`src/rtl/mem_access_unit_pkg.sv`:
```
// Shared encodings for the MEM stage: opcodes, load/store funct3 codes, FSM states
// and the alignment rule used to reject misaligned accesses.
package mem_access_unit_pkg;

  localparam logic [6:0] OPCODE_LOAD  = 7'b0000011;
  localparam logic [6:0] OPCODE_STORE = 7'b0100011;

  localparam logic [2:0] FUNCT3_LB  = 3'b000;
  localparam logic [2:0] FUNCT3_LH  = 3'b001;
  localparam logic [2:0] FUNCT3_LW  = 3'b010;
  localparam logic [2:0] FUNCT3_LD  = 3'b011;
  localparam logic [2:0] FUNCT3_LBU = 3'b100;
  localparam logic [2:0] FUNCT3_LHU = 3'b101;
  localparam logic [2:0] FUNCT3_LWU = 3'b110;
  localparam logic [2:0] FUNCT3_SB  = 3'b000;
  localparam logic [2:0] FUNCT3_SH  = 3'b001;
  localparam logic [2:0] FUNCT3_SW  = 3'b010;
  localparam logic [2:0] FUNCT3_SD  = 3'b011;

  typedef enum logic [1:0] {
    MEM_ST_IDLE = 2'd0,
    MEM_ST_BUSY = 2'd1,
    MEM_ST_DONE = 2'd2
  } mem_st_e;

  // Access size is funct3[1:0]; the offset must be a multiple of the size.
  function automatic logic is_misaligned(input logic [2:0] f3, input logic [2:0] off);
    case (f3[1:0])
      2'b00:   return 1'b0;
      2'b01:   return off[0];
      2'b10:   return |off[1:0];
      default: return |off;
    endcase
  endfunction

endpackage

```
`src/rtl/mem_lane_fmt.sv`:
```
// Combinational byte-lane steering: store mask/shift into the doubleword and
// load shift/extend out of it.
module mem_lane_fmt
  import mem_access_unit_pkg::*;
#(
  parameter int XLEN = 64
) (
  input  logic [2:0]      st_funct3,
  input  logic [2:0]      st_off,
  input  logic [XLEN-1:0] st_data,
  output logic [7:0]      st_mask,
  output logic [XLEN-1:0] st_lanes,
  input  logic [2:0]      ld_funct3,
  input  logic [2:0]      ld_off,
  input  logic [XLEN-1:0] ld_rdata,
  output logic [XLEN-1:0] ld_result
);

  logic [XLEN-1:0] ld_shift;

  always_comb begin
    case ({1'b0, st_funct3[1:0]})
      FUNCT3_SB: st_mask = 8'h01 << st_off;
      FUNCT3_SH: st_mask = 8'h03 << st_off;
      FUNCT3_SW: st_mask = 8'h0F << st_off;
      FUNCT3_SD: st_mask = 8'hFF;
      default:   st_mask = 8'h00;
    endcase
    st_lanes = st_data << {st_off, 3'b000};

    ld_shift = ld_rdata >> {ld_off, 3'b000};
    case (ld_funct3)
      FUNCT3_LB:  ld_result = {{(XLEN-8){ld_shift[7]}}, ld_shift[7:0]};
      FUNCT3_LH:  ld_result = {{(XLEN-16){ld_shift[15]}}, ld_shift[15:0]};
      FUNCT3_LW:  ld_result = {{(XLEN-32){ld_shift[31]}}, ld_shift[31:0]};
      FUNCT3_LD:  ld_result = ld_shift;
      FUNCT3_LBU: ld_result = {{(XLEN-8){1'b0}}, ld_shift[7:0]};
      FUNCT3_LHU: ld_result = {{(XLEN-16){1'b0}}, ld_shift[15:0]};
      FUNCT3_LWU: ld_result = {{(XLEN-32){1'b0}}, ld_shift[31:0]};
      default:    ld_result = ld_shift;
    endcase
  end

endmodule

```
`src/rtl/mem_access_unit.sv`:
```
// RV64 MEM stage: issues loads/stores over a req/ack bus, stalls the pipeline
// while an access is outstanding, and passes non-memory results through.
module mem_access_unit
  import mem_access_unit_pkg::*;
#(
  parameter int XLEN        = 64,
  parameter int ACK_TIMEOUT = 255,
  parameter int TO_W        = 8
) (
  input  logic            clk,
  input  logic            rst,
  input  logic [4:0]      rd_addr_i,
  input  logic            wreg_i,
  input  logic [XLEN-1:0] wdata_i,
  input  logic [XLEN-1:0] store_data_i,
  input  logic [6:0]      opcode_i,
  input  logic [2:0]      funct3_i,
  output logic [4:0]      rd_addr_o,
  output logic            wreg_o,
  output logic [XLEN-1:0] wdata_o,
  output logic            stall_req_o,
  output logic            misaligned_o,
  output logic            bus_err_o,
  output logic            dmem_req_o,
  output logic            dmem_we_o,
  output logic [XLEN-1:0] dmem_addr_o,
  output logic [XLEN-1:0] dmem_wdata_o,
  output logic [7:0]      dmem_wmask_o,
  input  logic [XLEN-1:0] dmem_rdata_i,
  input  logic            dmem_ack_i
);

  mem_st_e         state_q, state_d;
  logic [TO_W-1:0] cnt_q, cnt_d;
  logic            err_q, err_d;
  logic            latch_en, capture;

  logic [XLEN-1:0] addr_p1, lanes_p1, result_p1;
  logic [7:0]      mask_p1;
  logic            we_p1;
  logic [2:0]      off_p1, funct3_p1;

  logic [2:0]      off;
  logic            is_load, is_store, is_mem, bad_mem, misal;
  logic [7:0]      st_mask;
  logic [XLEN-1:0] st_lanes, ld_result;

  assign off      = wdata_i[2:0];
  assign is_load  = (opcode_i == OPCODE_LOAD) && (funct3_i != 3'b111);
  assign is_store = (opcode_i == OPCODE_STORE) && !funct3_i[2];
  assign is_mem   = is_load || is_store;
  assign bad_mem  = ((opcode_i == OPCODE_LOAD) || (opcode_i == OPCODE_STORE)) && !is_mem;
  assign misal    = is_mem && is_misaligned(funct3_i, off);

  mem_lane_fmt #(.XLEN(XLEN)) u_lane_fmt (
    .st_funct3 (funct3_i),
    .st_off    (off),
    .st_data   (store_data_i),
    .st_mask   (st_mask),
    .st_lanes  (st_lanes),
    .ld_funct3 (funct3_p1),
    .ld_off    (off_p1),
    .ld_rdata  (dmem_rdata_i),
    .ld_result (ld_result)
  );

  always_ff @(posedge clk) begin
    if (rst) begin
      state_q <= MEM_ST_IDLE;
      cnt_q   <= '0;
      err_q   <= 1'b0;
    end else begin
      state_q <= state_d;
      cnt_q   <= cnt_d;
      err_q   <= err_d;
    end
  end

  // Request fields and load result carry no reset; they are only observed behind the FSM.
  always_ff @(posedge clk) begin
    if (latch_en) begin
      addr_p1   <= {wdata_i[XLEN-1:3], 3'b000};
      we_p1     <= is_store;
      mask_p1   <= is_store ? st_mask : 8'h00;
      lanes_p1  <= st_lanes;
      off_p1    <= off;
      funct3_p1 <= funct3_i;
    end
    if (capture) begin
      result_p1 <= ld_result;
    end
  end

  always_comb begin
    state_d      = state_q;
    cnt_d        = cnt_q;
    err_d        = err_q;
    latch_en     = 1'b0;
    capture      = 1'b0;
    rd_addr_o    = '0;
    wreg_o       = 1'b0;
    wdata_o      = '0;
    stall_req_o  = 1'b0;
    misaligned_o = 1'b0;
    bus_err_o    = 1'b0;
    dmem_req_o   = 1'b0;
    dmem_we_o    = 1'b0;
    dmem_addr_o  = '0;
    dmem_wdata_o = '0;
    dmem_wmask_o = '0;

    case (state_q)
      MEM_ST_IDLE: begin
        cnt_d = '0;
        err_d = 1'b0;
        if (is_mem && !misal) begin
          state_d  = MEM_ST_BUSY;
          latch_en = 1'b1;
        end
      end
      MEM_ST_BUSY: begin
        if (dmem_ack_i) begin
          capture = !we_p1;
          state_d = MEM_ST_DONE;
          cnt_d   = '0;
        end else if (cnt_q == TO_W'(ACK_TIMEOUT - 1)) begin
          state_d = MEM_ST_DONE;
          cnt_d   = '0;
          err_d   = 1'b1;
        end else begin
          cnt_d = cnt_q + 1'b1;
        end
      end
      MEM_ST_DONE: begin
        state_d = MEM_ST_IDLE;
        err_d   = 1'b0;
      end
      default: state_d = MEM_ST_IDLE;
    endcase

    // Every output is forced low while reset is held.
    if (!rst) begin
      rd_addr_o = rd_addr_i;
      wdata_o   = wdata_i;
      case (state_q)
        MEM_ST_IDLE: begin
          wreg_o       = wreg_i && !is_mem && !bad_mem;
          misaligned_o = misal;
          stall_req_o  = is_mem && !misal;
        end
        MEM_ST_BUSY: begin
          stall_req_o  = 1'b1;
          dmem_req_o   = 1'b1;
          dmem_we_o    = we_p1;
          dmem_addr_o  = addr_p1;
          dmem_wdata_o = lanes_p1;
          dmem_wmask_o = mask_p1;
        end
        MEM_ST_DONE: begin
          bus_err_o = err_q;
          if (!err_q && !we_p1) begin
            wdata_o = result_p1;
            wreg_o  = wreg_i;
          end
        end
        default: ;
      endcase
    end
  end

endmodule

```
`config.mk`:
```
export PLATFORM = sky130hd
export DESIGN_NAME = mem_access_unit
export DESIGN_NICKNAME = d
export VERILOG_FILES = /design/src/rtl/mem_access_unit_pkg.sv /design/src/rtl/mem_lane_fmt.sv /design/src/rtl/mem_access_unit.sv
export SDC_FILE = /design/constraint.sdc
export NUM_CORES = 1
export LEC_CHECK = 0
export CAP_MARGIN = 20
export CORE_AREA = 2 2 166 168
export CTS_BUF_LIST = sky130_fd_sc_hd__clkbuf_4 sky130_fd_sc_hd__clkbuf_8
export CTS_CLUSTER_SIZE = 25
export DETAILED_ROUTE_END_ITERATION = 8
export DIE_AREA = 0 0 168 170
export PLACE_DENSITY_LB_ADDON = 0.05
export RECOVER_POWER = 25
export SYNTH_ARGS = -nofsm -noshare
export SYNTH_HDL_FRONTEND = slang
export SYNTH_SLANG_ARGS = --single-unit
```
`constraint.sdc`:
```
create_clock -name clk -period 25.6 [get_ports clk]
set_input_delay 5.12 -clock clk [delete_from_list [all_inputs] [get_ports clk]]
set_output_delay 5.12 -clock clk [all_outputs]
set_load 0.01 [all_outputs]
```
==> results.md <==
- Synthesized area: 12900 sq um
- Largest net degree at the start of global routing: 98
- Worst-skew pair later-pin latency: 0.55 ns
- CP Cell Sequence: buf_2 > clkbuf_1 > a21o_1 > a21oi_1 > nor2_1 > and4b_1 > clkdlybuf4s50_1
- Layout cell share with drive strength beyond 1: 11.3%
- Core Area: 26700 sq um
- Max-cap violations: 4
- Cell family with the largest share of critical-path delay: buffers and inverters
- Post-Route WL: 41.9 mm
- Clock power frac: 39.6%
- Critical Path AT: 8.05 ns
- Root buffer cell: clkbuf_8
- Fmax: 0.0759 GHz
- All-layer global routing usage: 28.6%
- Post-layout util: 66.8%
- First-pass iteration count of the detailed router: 5
- Initial antenna violation count: 1
- H-tree levels: 2
- Antenna viol nets, final: 0
- DRC errors left: 0
- PD cells: 46.6 nW/um^2
- Top Ports: 422
- Required @ worst endpoint: 20.48 ns
- Worst hold path type: register to register
- Final Total Pwr: 0.829 mW
- Die Ht: 170 microns
- Vias: 11.0k
- Max incr delay on CP: 1.55 ns
- Vias in the first global route: 10.5k
- Synth cell types: 58
- Share of power burned in registers: 46.5%
- LEAKAGE: 6.44 nW
- Logic pwr share: 13.9%
- RSZ-0062 raised after global routing: false
- Die W: 168 microns
- Peak VDD IR: 0.0354 mV
- Sw frac: 24.2%
- Ys flop type: edfxtp_1
- Crit Path Max Fanout: 39
- # resized after CTS: 0
- NetSw: 0.201 mW
- Synthesis-stage register bit count: 215
- Filler instances: 2125
- Seq/Total Area, Yosys: 49.2%
- Critical path capture point type: output port
- Area delta synth->final: 38.1%
- Category of the most critical setup path: primary input to output port
- Final setup TNS: 0 ns
- Routability cong.: 0.899
- Finish-stage setup viols: 0
- Period minus WS final: 13.17 ns
- Async set-reset flop share out of synthesis: 0%
- Max clock buf depth: 3
- # clock sinks: 215
- Number of buffers created by CTS: 39
- Slowest CP cell: clkbuf_1
- Die area: 28600 sq um
- Port Buf Inserts: 418
- First DRT Iteration DRCs: 1014
- Status: finished, violations left
- Vias per cell: 5.66
- Violated checks: capacitance limit, slew limit
- Yosys warning total: 0
- EDFF count, synth: 204
- Int Pwr: 0.629 mW
- # nets final: 1793
- CTS clk-pin slew, worst paths: 0.06 ns
- Final HPWL from detailed placement: 29.9 mm
- Worst Skew: 0.0135 ns
- Avg Cell Area, Syn: 10.7 sq um
- Hold buffers post-CTS: 0
- Period utilisation layout: 51.5%
- Worst-margin pin slew: 3.77 ns
- Slew Viols, Final: 246
- Overflow after GRT: 0
- DR WL/cell: 21.5 microns
- Global-route wire length before repair: 62.6 mm
- Crit start category: primary input
- Starting Density: 48.4%
- Fin. Hold Viols: 0
- CTS tree: yes
- Row Count: 60
- Mapped Cells: 1205
- Worst Path Buf+Inv: 3
- Post CTS Setup Buffer Count: 0
- Worst rel slew slack: -151%
per-layer routing:
layer / wire [microns] / global-route usage [%]
met1: 18500 / 42.5
met5: 0 / 0
met4: 1170 / 8.88
met2: 17900 / 41.3
met3: 4240 / 7.05
sequential cells by signal (all words and copies together) (netlist names):
register / flops
err_q: 1
we_p1: 1
mask_p1: 8
result_p1: 64
state_q: 2
lanes_p1: 64
funct3_p1: 3
off_p1: 3
cnt_q: 8
addr_p1: 61
worst register-to-register path: stages, from the launching register on:
cell      delay (ns)
dfxtp_1         0.49
inv_2           0.12
nor4b_1         0.28
clkbuf_1        2.57
synth_stat cells (all sizes together) (2+ instances only):
master | number | area [sq um]
a22oi | 11 | 82.6
and2 | 159 | 995
mux2 | 60 | 676
o211ai | 6 | 50.1
dfxtp | 11 | 220
a211oi | 4 | 30.0
a21oi | 94 | 470
o22ai | 15 | 93.8
o2bb2ai | 12 | 105
xor2 | 2 | 17.5
a21o | 2 | 15.0
ha | 6 | 75.1
nand2 | 184 | 691
mux4 | 37 | 833
nor2b | 17 | 106
a31o | 2 | 17.5
mux2i | 55 | 551
and3 | 3 | 18.8
o21ai | 32 | 160
nand3 | 20 | 100
buf | 65 | 415
nand4b | 3 | 26.3
a211o | 3 | 26.3
nor3 | 4 | 31.3
edfxtp | 204 | 6130
clkbuf | 42 | 163
xnor2 | 3 | 26.3
or2 | 2 | 12.5
inv | 18 | 67.6
nor2 | 64 | 240
nor3b | 2 | 15.0
nand4 | 34 | 213
nand2b | 9 | 56.3
a32oi | 3 | 26.3
nor4 | 3 | 33.8
cells in the final DEF (no fill, tap or decap), types with 17 or more instances in the layout:
cell               n
nand2_1          184
nor2b_1           17
o21ai_0           32
clkdlybuf4s50_1  340
nor2_1            64
mux2_2            60
a21oi_1           94
edfxtp_1         204
and2_1           156
nand4_1           34
clkbuf_8          43
mux4_2            37
mux2i_1           55
nand3_1           20
dlygate4sd3_1     74
power by group through the flow:
| stage | clock network [mW] | registers [mW] | logic [mW] |
|---|---|---|---|
| finish | 0.328 | 0.386 | 0.115 |
| global route | 0.349 | 0.386 | 0.123 |
| CTS | 0.333 | 0.386 | 0.114 |
| detailed placement | 0 | 0.393 | 0.114 |
| global placement | 0 | 0.393 | 0.112 |
| floorplan | 0 | 0.393 | 0.0499 |
metrics by stage:
stage	hold WS, ns	setup WS, ns	cells	instance area [sq um]
6_report	0.524	12.43	1947	17800
5_1_grt	0.584	12.28	1947	17800
4_1_cts	0.528	12.80	1946	17800
3_5_place_dp	0.513	12.81	1876	17100
3_3_place_gp	0.505	12.84	1876	17100
2_1_floorplan	0.484	13.32	1207	12900
kinds of logic (layout without fill, tap and decap cells):
kind of cell,count (synthesis),count (layout),synth area share (%)
AO/OA/AOI/OAI,190,190,8.76
flip-flops,215,215,49.2
XOR/XNOR,5,5,0.339
other,1,4,0.0291
multiplexers,152,152,16.0
AND/OR/NAND/NOR,511,511,20.1
adder cells (fa/ha/maj),6,6,0.582
buffers and inverters,125,523,5.00
area by class of cell:
| class | instances | area, sq um | share of cell area, % |
|---|---|---|---|
| Antenna cell | 1 | 2.50 | 0.0140 |
| Clock buffer | 54 | 674 | 3.79 |
| Clock inverter | 16 | 97.6 | 0.548 |
| Inverter | 18 | 72.6 | 0.407 |
| Multi-Input combinational cell | 867 | 5920 | 33.2 |
| Sequential cell | 215 | 6350 | 35.6 |
| Tap cell | 341 | 427 | 2.39 |
| Timing Repair Buffer | 435 | 4280 | 24.0 |
path summary, 6_finish.rpt:
kind | start | to | slack [ns] | depth (start not counted)
max | wdata_i[2] | misaligned_o | 12.43 | 7
min | cnt_q[7] | cnt_q[7] | 0.52 | 2
max reg2reg | state_q[0] | result_p1[28] | 21.62 | 3
min reg2reg | cnt_q[7] | cnt_q[7] | 0.52 | 2
No activity file was read; power rests on OpenSTA's default activity.
